## src/rtl/cp0_unit.sv

```systemverilog
// Coprocessor-0 at the M stage: holds SR/Cause/EPC/PRId, raises the exception or
// interrupt request and serves mfc0 reads plus the EPC value used by eret.
module cp0_unit #(
    parameter logic [31:0] PRID_VALUE = 32'h2023_0007,
    parameter bit          EPC_ALIGN  = 1'b1
) (
    input  logic        clk,
    input  logic        reset,
    input  logic [31:0] M_pc,
    input  logic        M_BD,
    input  logic [4:0]  M_ExcCode,
    input  logic        M_eret,
    input  logic        CP0_WE_M,
    input  logic [4:0]  M_CP0_addr,
    input  logic [31:0] CP0_WD,
    input  logic [5:0]  HWInt,
    output logic [31:0] CP0_RD,
    output logic [31:0] EPC_out,
    output logic        req
);

    localparam logic [4:0] ADDR_SR    = 5'd12;
    localparam logic [4:0] ADDR_CAUSE = 5'd13;
    localparam logic [4:0] ADDR_EPC   = 5'd14;
    localparam logic [4:0] ADDR_PRID  = 5'd15;

    logic [5:0]  im_q, im_d;
    logic        exl_q, exl_d;
    logic        ie_q, ie_d;
    logic        bd_q, bd_d;
    logic [5:0]  ip_q, ip_d;
    logic [4:0]  exc_code_q, exc_code_d;
    logic [31:0] epc_q, epc_d;

    logic        int_req;
    logic        exc_req;
    logic [31:0] epc_raw;
    logic [31:0] sr_word;
    logic [31:0] cause_word;

    function automatic logic [31:0] align_epc(input logic [31:0] v);
        return EPC_ALIGN ? {v[31:2], 2'b00} : v;
    endfunction

    // Interrupts win over synchronous exceptions; EXL blocks both (no re-entry).
    always_comb begin
        int_req = ie_q & ~exl_q & (|(HWInt & im_q));
        exc_req = ~exl_q & (M_ExcCode != 5'd0);
    end

    assign req     = (int_req | exc_req) & ~reset;
    assign epc_raw = M_BD ? (M_pc - 32'd4) : M_pc;

    always_comb begin
        im_d       = im_q;
        exl_d      = exl_q;
        ie_d       = ie_q;
        bd_d       = bd_q;
        ip_d       = HWInt;
        exc_code_d = exc_code_q;
        epc_d      = epc_q;
        if (req) begin
            exl_d      = 1'b1;
            exc_code_d = int_req ? 5'd0 : M_ExcCode;
            bd_d       = M_BD;
            epc_d      = align_epc(epc_raw);
        end else begin
            if (M_eret) begin
                exl_d = 1'b0;
            end
            // An mtc0 to SR is applied after eret, so its EXL bit has the last word.
            if (CP0_WE_M && (M_CP0_addr == ADDR_SR)) begin
                im_d  = CP0_WD[15:10];
                exl_d = CP0_WD[1];
                ie_d  = CP0_WD[0];
            end
            if (CP0_WE_M && (M_CP0_addr == ADDR_EPC)) begin
                epc_d = align_epc(CP0_WD);
            end
        end
    end

    always_ff @(posedge clk) begin
        if (reset) begin
            im_q       <= 6'd0;
            exl_q      <= 1'b0;
            ie_q       <= 1'b0;
            bd_q       <= 1'b0;
            ip_q       <= 6'd0;
            exc_code_q <= 5'd0;
            epc_q      <= 32'd0;
        end else begin
            im_q       <= im_d;
            exl_q      <= exl_d;
            ie_q       <= ie_d;
            bd_q       <= bd_d;
            ip_q       <= ip_d;
            exc_code_q <= exc_code_d;
            epc_q      <= epc_d;
        end
    end

    assign sr_word    = {16'd0, im_q, 8'd0, exl_q, ie_q};
    assign cause_word = {bd_q, 15'd0, ip_q, 3'd0, exc_code_q, 2'd0};

    always_comb begin
        case (M_CP0_addr)
            ADDR_SR:    CP0_RD = sr_word;
            ADDR_CAUSE: CP0_RD = cause_word;
            ADDR_EPC:   CP0_RD = epc_q;
            ADDR_PRID:  CP0_RD = PRID_VALUE;
            default:    CP0_RD = 32'd0;
        endcase
    end

    assign EPC_out = epc_q;

endmodule
```

## config.mk

```make
export PLATFORM = sky130hd
export DESIGN_NAME = cp0_unit
export DESIGN_NICKNAME = d
export VERILOG_FILES = /design/src/rtl/cp0_unit.sv
export SDC_FILE = /design/constraint.sdc
export NUM_CORES = 1
export LEC_CHECK = 0
export BUFFER_PORTS_ARGS = -buffer_cell sky130_fd_sc_hd__buf_2
export CORE_MARGIN = 4
export CORE_UTILIZATION = 30
export CTS_CLUSTER_SIZE = 24
export DETAILED_ROUTE_END_ITERATION = 6
export PLACE_DENSITY = 0.52
export SETUP_SLACK_MARGIN = 0.5
export SLEW_MARGIN = 10
export SYNTH_ARGS = -nofsm -noshare
export SYNTH_HDL_FRONTEND = slang
export SYNTH_SLANG_ARGS = --single-unit
export TNS_END_PERCENT = 100
```

## constraint.sdc

```tcl
create_clock -name clk -period 4.2 [get_ports clk]
set_clock_uncertainty 0.15 [all_clocks]
set_input_delay 0.84 -clock clk [delete_from_list [all_inputs] [get_ports clk]]
set_output_delay 0.84 -clock clk [all_outputs]
set_load 0.05 [all_outputs]
```

After elaboration in Yosys (flattened, before gate mapping)

Cells that the tools add are included.

Output and inout bits: 65
Bits in writable memories: 0
Memories: 0
Bits in latches: 0
Memory bits (read-only): 0
Input port bits: 85
Register bits after elaboration: 50
Word-level logic and storage cells: 36

Equal/unequal tests: 4
$add $sub $neg: 1
Magnitude comparators: 0
Divide/modulo/power cells: 0
Bitwise operators: 9
$mul: 0
Reductions and logical operators: 7
Shifts and indexed selects: 0
Multiplexer cells: 8

Operator list:

| operator              | number |
|---|---|
| $pmux 32 s4           | 1 |
| $mux 32               | 3 |
| $sub 32x3->32 const B | 1 |
| $eq 5x4->1 const B    | 4 |
| $and 6x6->6           | 1 |
| $reduce_or 6->1       | 1 |
| $mux 5                | 1 |
| $reduce_bool 5->1     | 1 |
| $and 1x1->1           | 4 |
| $mux 1                | 3 |
| $not 1->1             | 3 |
| $reduce_bool 3->1     | 1 |
| $logic_and 1x1->1     | 2 |
| $reduce_and 2->1      | 1 |
| $reduce_bool 2->1     | 1 |
| $or 1x1->1            | 1 |

Depth between registers and ports, before layout

Word-level depth: 7
Depth in mapped cells: 7

Worst setup path before layout

Ideal clock, no wire load.

Path kind: input port to output port
From: input port M_CP0_addr[0]
To: output port CP0_RD[3]
Arrival time: 2.743 ns
Data required time: 3.210 ns
Stages: 7
Buffers on the path: 4
Path slack: 0.467 ns
Path through: clkbuf_1 -> nor2b_1 -> clkbuf_1 -> clkbuf_1 -> clkbuf_1 -> a22oi_1 -> nor2_1

Cells in the longest elaborated chain, start to end: 2
Elaborated cells on any way between the ends: 5

Ends and longest elaborated chain:

| item               | RTL line | text |
|---|---|---|
| start: declaration | 14       | `input logic [4:0] M_CP0_addr,` |
| $eq 5x4->1         | 107      | `case (M_CP0_addr)` |
| $pmux 32 s4 *      | 107      |  |
| end: declaration   | 17       | `output logic [31:0] CP0_RD,` |

Every way passes the cells marked *; elsewhere a longest branch is shown, timed or not.

Worst setup path after layout

From: input port M_CP0_addr[0]
To: output port CP0_RD[9]

Same word-level chain as after synthesis.

==> results.sh <==
export IMPL_outcome="completed"
export IMPL_track_usage_pct=18.9
export IMPL_crit_type="in -> out"
export IMPL_wl_mm=12.5
export IMPL_syn_inst=427
export IMPL_layout_commonest_cell="buf_2"
export IMPL_vias=3778
export IMPL_synth_edf_count=0
export IMPL_ys_ff_latch=50
export IMPL_cts_resized=0
export IMPL_grt_pass1_vias=3720
export IMPL_netlist_top_cells_area="dfxtp_1 30%, mux2i_1 7.7%, a2111oi_0 5.4%"
export IMPL_hp_class="reg -> reg"
export IMPL_drc=0
export IMPL_grt_overflow=0
export IMPL_final_cells=694
export IMPL_place_ws_ps=918
export IMPL_num_rows=38
export IMPL_die_area_sq_um=13000
export IMPL_final_hold_violation_count=0
export IMPL_layout_drive_gt1_share_pct=34.0
export IMPL_synth_main_ff_cell="dfxtp_1"
export IMPL_syn_area_sq_um=3380
export IMPL_synth_area_per_cell_sq_um=7.91
export IMPL_synth_distinct_cells=56
export IMPL_ys_warn_count=0
export IMPL_finalSetupTns_ps=0
export IMPL_async_flop_share_pct=0
export IMPL_io_pin_count=150
export IMPL_startpoint_type="input pin"
export IMPL_clk_pin_slew_worst_paths_ps=70
export IMPL_core_area_sq_um=10900
export IMPL_r2r_slack_ps=1730
export IMPL_finalSetupViolations=0
export IMPL_yosysTopAreaCellShare_pct=29.7
export IMPL_cap_viol_max_count=0
export IMPL_power_density_nw_per_um2=303
export IMPL_layout_common_cells="145 x buf_2, 50 x dfxtp_1, 32 x nor2_1"
export IMPL_insertion_delay_ps=290
export IMPL_whs_path_depth=2
export IMPL_seq_area_frac_synth_pct=29.7
export IMPL_clock_sinks=50
export IMPL_post_cts_buffers=0
export IMPL_root_buffer="clkbuf_16"
export IMPL_cp_end_kind="output pin"
export IMPL_die_w_microns=114
export IMPL_p_total_mw=1.33
export IMPL_tightest_slew_ps=781
export IMPL_use_met1_pct=26.0
export IMPL_cts_tree="yes"
export IMPL_antenna_found_initial=1
export IMPL_ir_drop_mv=0.162
export IMPL_start_util_pct=30.9
export IMPL_viasPerCell=5.44
export IMPL_grt_max_degree=40
export IMPL_portBuffers=145
export IMPL_post_drt_wl_per_cell_microns=18.1
export IMPL_grt_pass1_wl_mm=19.9
export IMPL_arrival_ps=2220
export IMPL_post_place_cells=685
export IMPL_use_met2_pct=30.6
export IMPL_worstHoldStart="bd_q"
export IMPL_slew_violations=0
export IMPL_r2r_cells=4
export IMPL_max_slew_margin_pct=47.8
export IMPL_rsz0062_at_grt="false"
export IMPL_hold_end="bd_q"
export IMPL_drt_iter0_markers=162
export IMPL_hpwl_mm=9.47
export IMPL_fmax_ghz=0.311
export IMPL_cts_htree_levels=2
export IMPL_antenna_left=0
export IMPL_fp_dieH_microns=114
export IMPL_crit_path_max_fanout=17
export IMPL_r2r_start="im_q[2]"
export IMPL_finalCriticalPeriod_ps=3210
export IMPL_setup_ws_ps=987
export IMPL_crit_required_ps=3210
export IMPL_period_share_pct=76.5
export IMPL_gp_congestion=0.867
export IMPL_syn_to_final_growth_pct=29.9
export IMPL_synth_top_area_cell="dfxtp_1"
export IMPL_grt_busiest_layer="met2"
export IMPL_firstDrtPassIters=4
export IMPL_hold_buffers=0
export IMPL_cts_buffers=5
export IMPL_leakage_nw=1.77
export IMPL_cts_buffer_depth=2
export IMPL_grt_util_met3_pct=3.07
export IMPL_nNetsFinal=638
export IMPL_r2r_end="EPC_out[29]"
## flip-flops by register name, summed over array words and instances, names as in the netlist
signal / cells
bd_q: 1
exl_q: 1
im_q: 6
ie_q: 1
ip_q: 6
EPC_out: 30
exc_code_q: 5
## stage by stage
step | instance area (sq um) | utilization (%) | hold slack (ps)
floorplan | 3400 | - | 293
global placement | 4240 | 38.8 | 304
finish | 4390 | 40.1 | 326
CTS | 4380 | 40.1 | 329
global route | 4390 | 40.1 | 357
detailed placement | 4240 | 38.8 | 320
## worst max-delay path by stage
stage	startpoint	end	slack, ps	depth (start not counted)
CTS	M_CP0_addr[0]	CP0_RD[9]	990	4
global route	M_CP0_addr[0]	CP0_RD[9]	840	4
detailed placement	M_pc[14]	EPC_out[26]	920	5
floorplan	HWInt[2]	req	630	5
global placement	M_pc[14]	EPC_out[26]	950	5
finish	M_CP0_addr[0]	CP0_RD[9]	990	4
## Yosys cell counts, types with 11 or more instances
cell / number
clkbuf_1: 34
or4_1: 11
a2111oi_0: 21
dfxtp_1: 50
inv_1: 26
mux2i_1: 26
a311oi_1: 18
or3_1: 11
a21oi_1: 14
a211oi_1: 15
nor2_1: 40
nand2_1: 23
a31oi_1: 22
nor3_1: 15
## worst max-delay path: stages
cell and delay, ps:
buf_2 240, nand2b_1 450, nor3_1 350, buf_2 330
## layout make-up
cell class,instances,area [sq um]
Fill cell,1207,6550
Multi-Input combinational cell,312,2150
Sequential cell,50,1000
Timing Repair Buffer,157,816
Tap cell,140,175
Clock buffer,5,125
Inverter,26,97.6
Clock inverter,3,21.3
Antenna cell,1,2.50
## kinds of logic after synthesis
| logic type | after synthesis | synth area share (%) |
|---|---|---|
| adder cells (fa/ha/maj) | 1 | 0.371 |
| buffers and inverters | 66 | 7.67 |
| flip-flops | 50 | 29.7 |
| AND/OR/NAND/NOR | 147 | 24.6 |
| AO/OA/AOI/OAI | 129 | 28.1 |
| other | 1 | 0.111 |
| XOR/XNOR | 7 | 1.82 |
| multiplexers | 26 | 7.71 |
## layer usage
layer | share of wire (%) | vias up
met1 | 45 | 1759
li1 | - | 1885
met3 | 5.4 | 16
met4 | 2.0 | 0
met5 | 0 | -
met2 | 48 | 118
## where the power goes
part           switching, mW  internal, mW  leakage (nW)
Sequential            0.0252         0.510         0.415
Combinational          0.269         0.120          1.28
Clock                  0.182         0.221        0.0698
Total                  0.477         0.851          1.77
No activity file was read; power rests on OpenSTA's default activity.
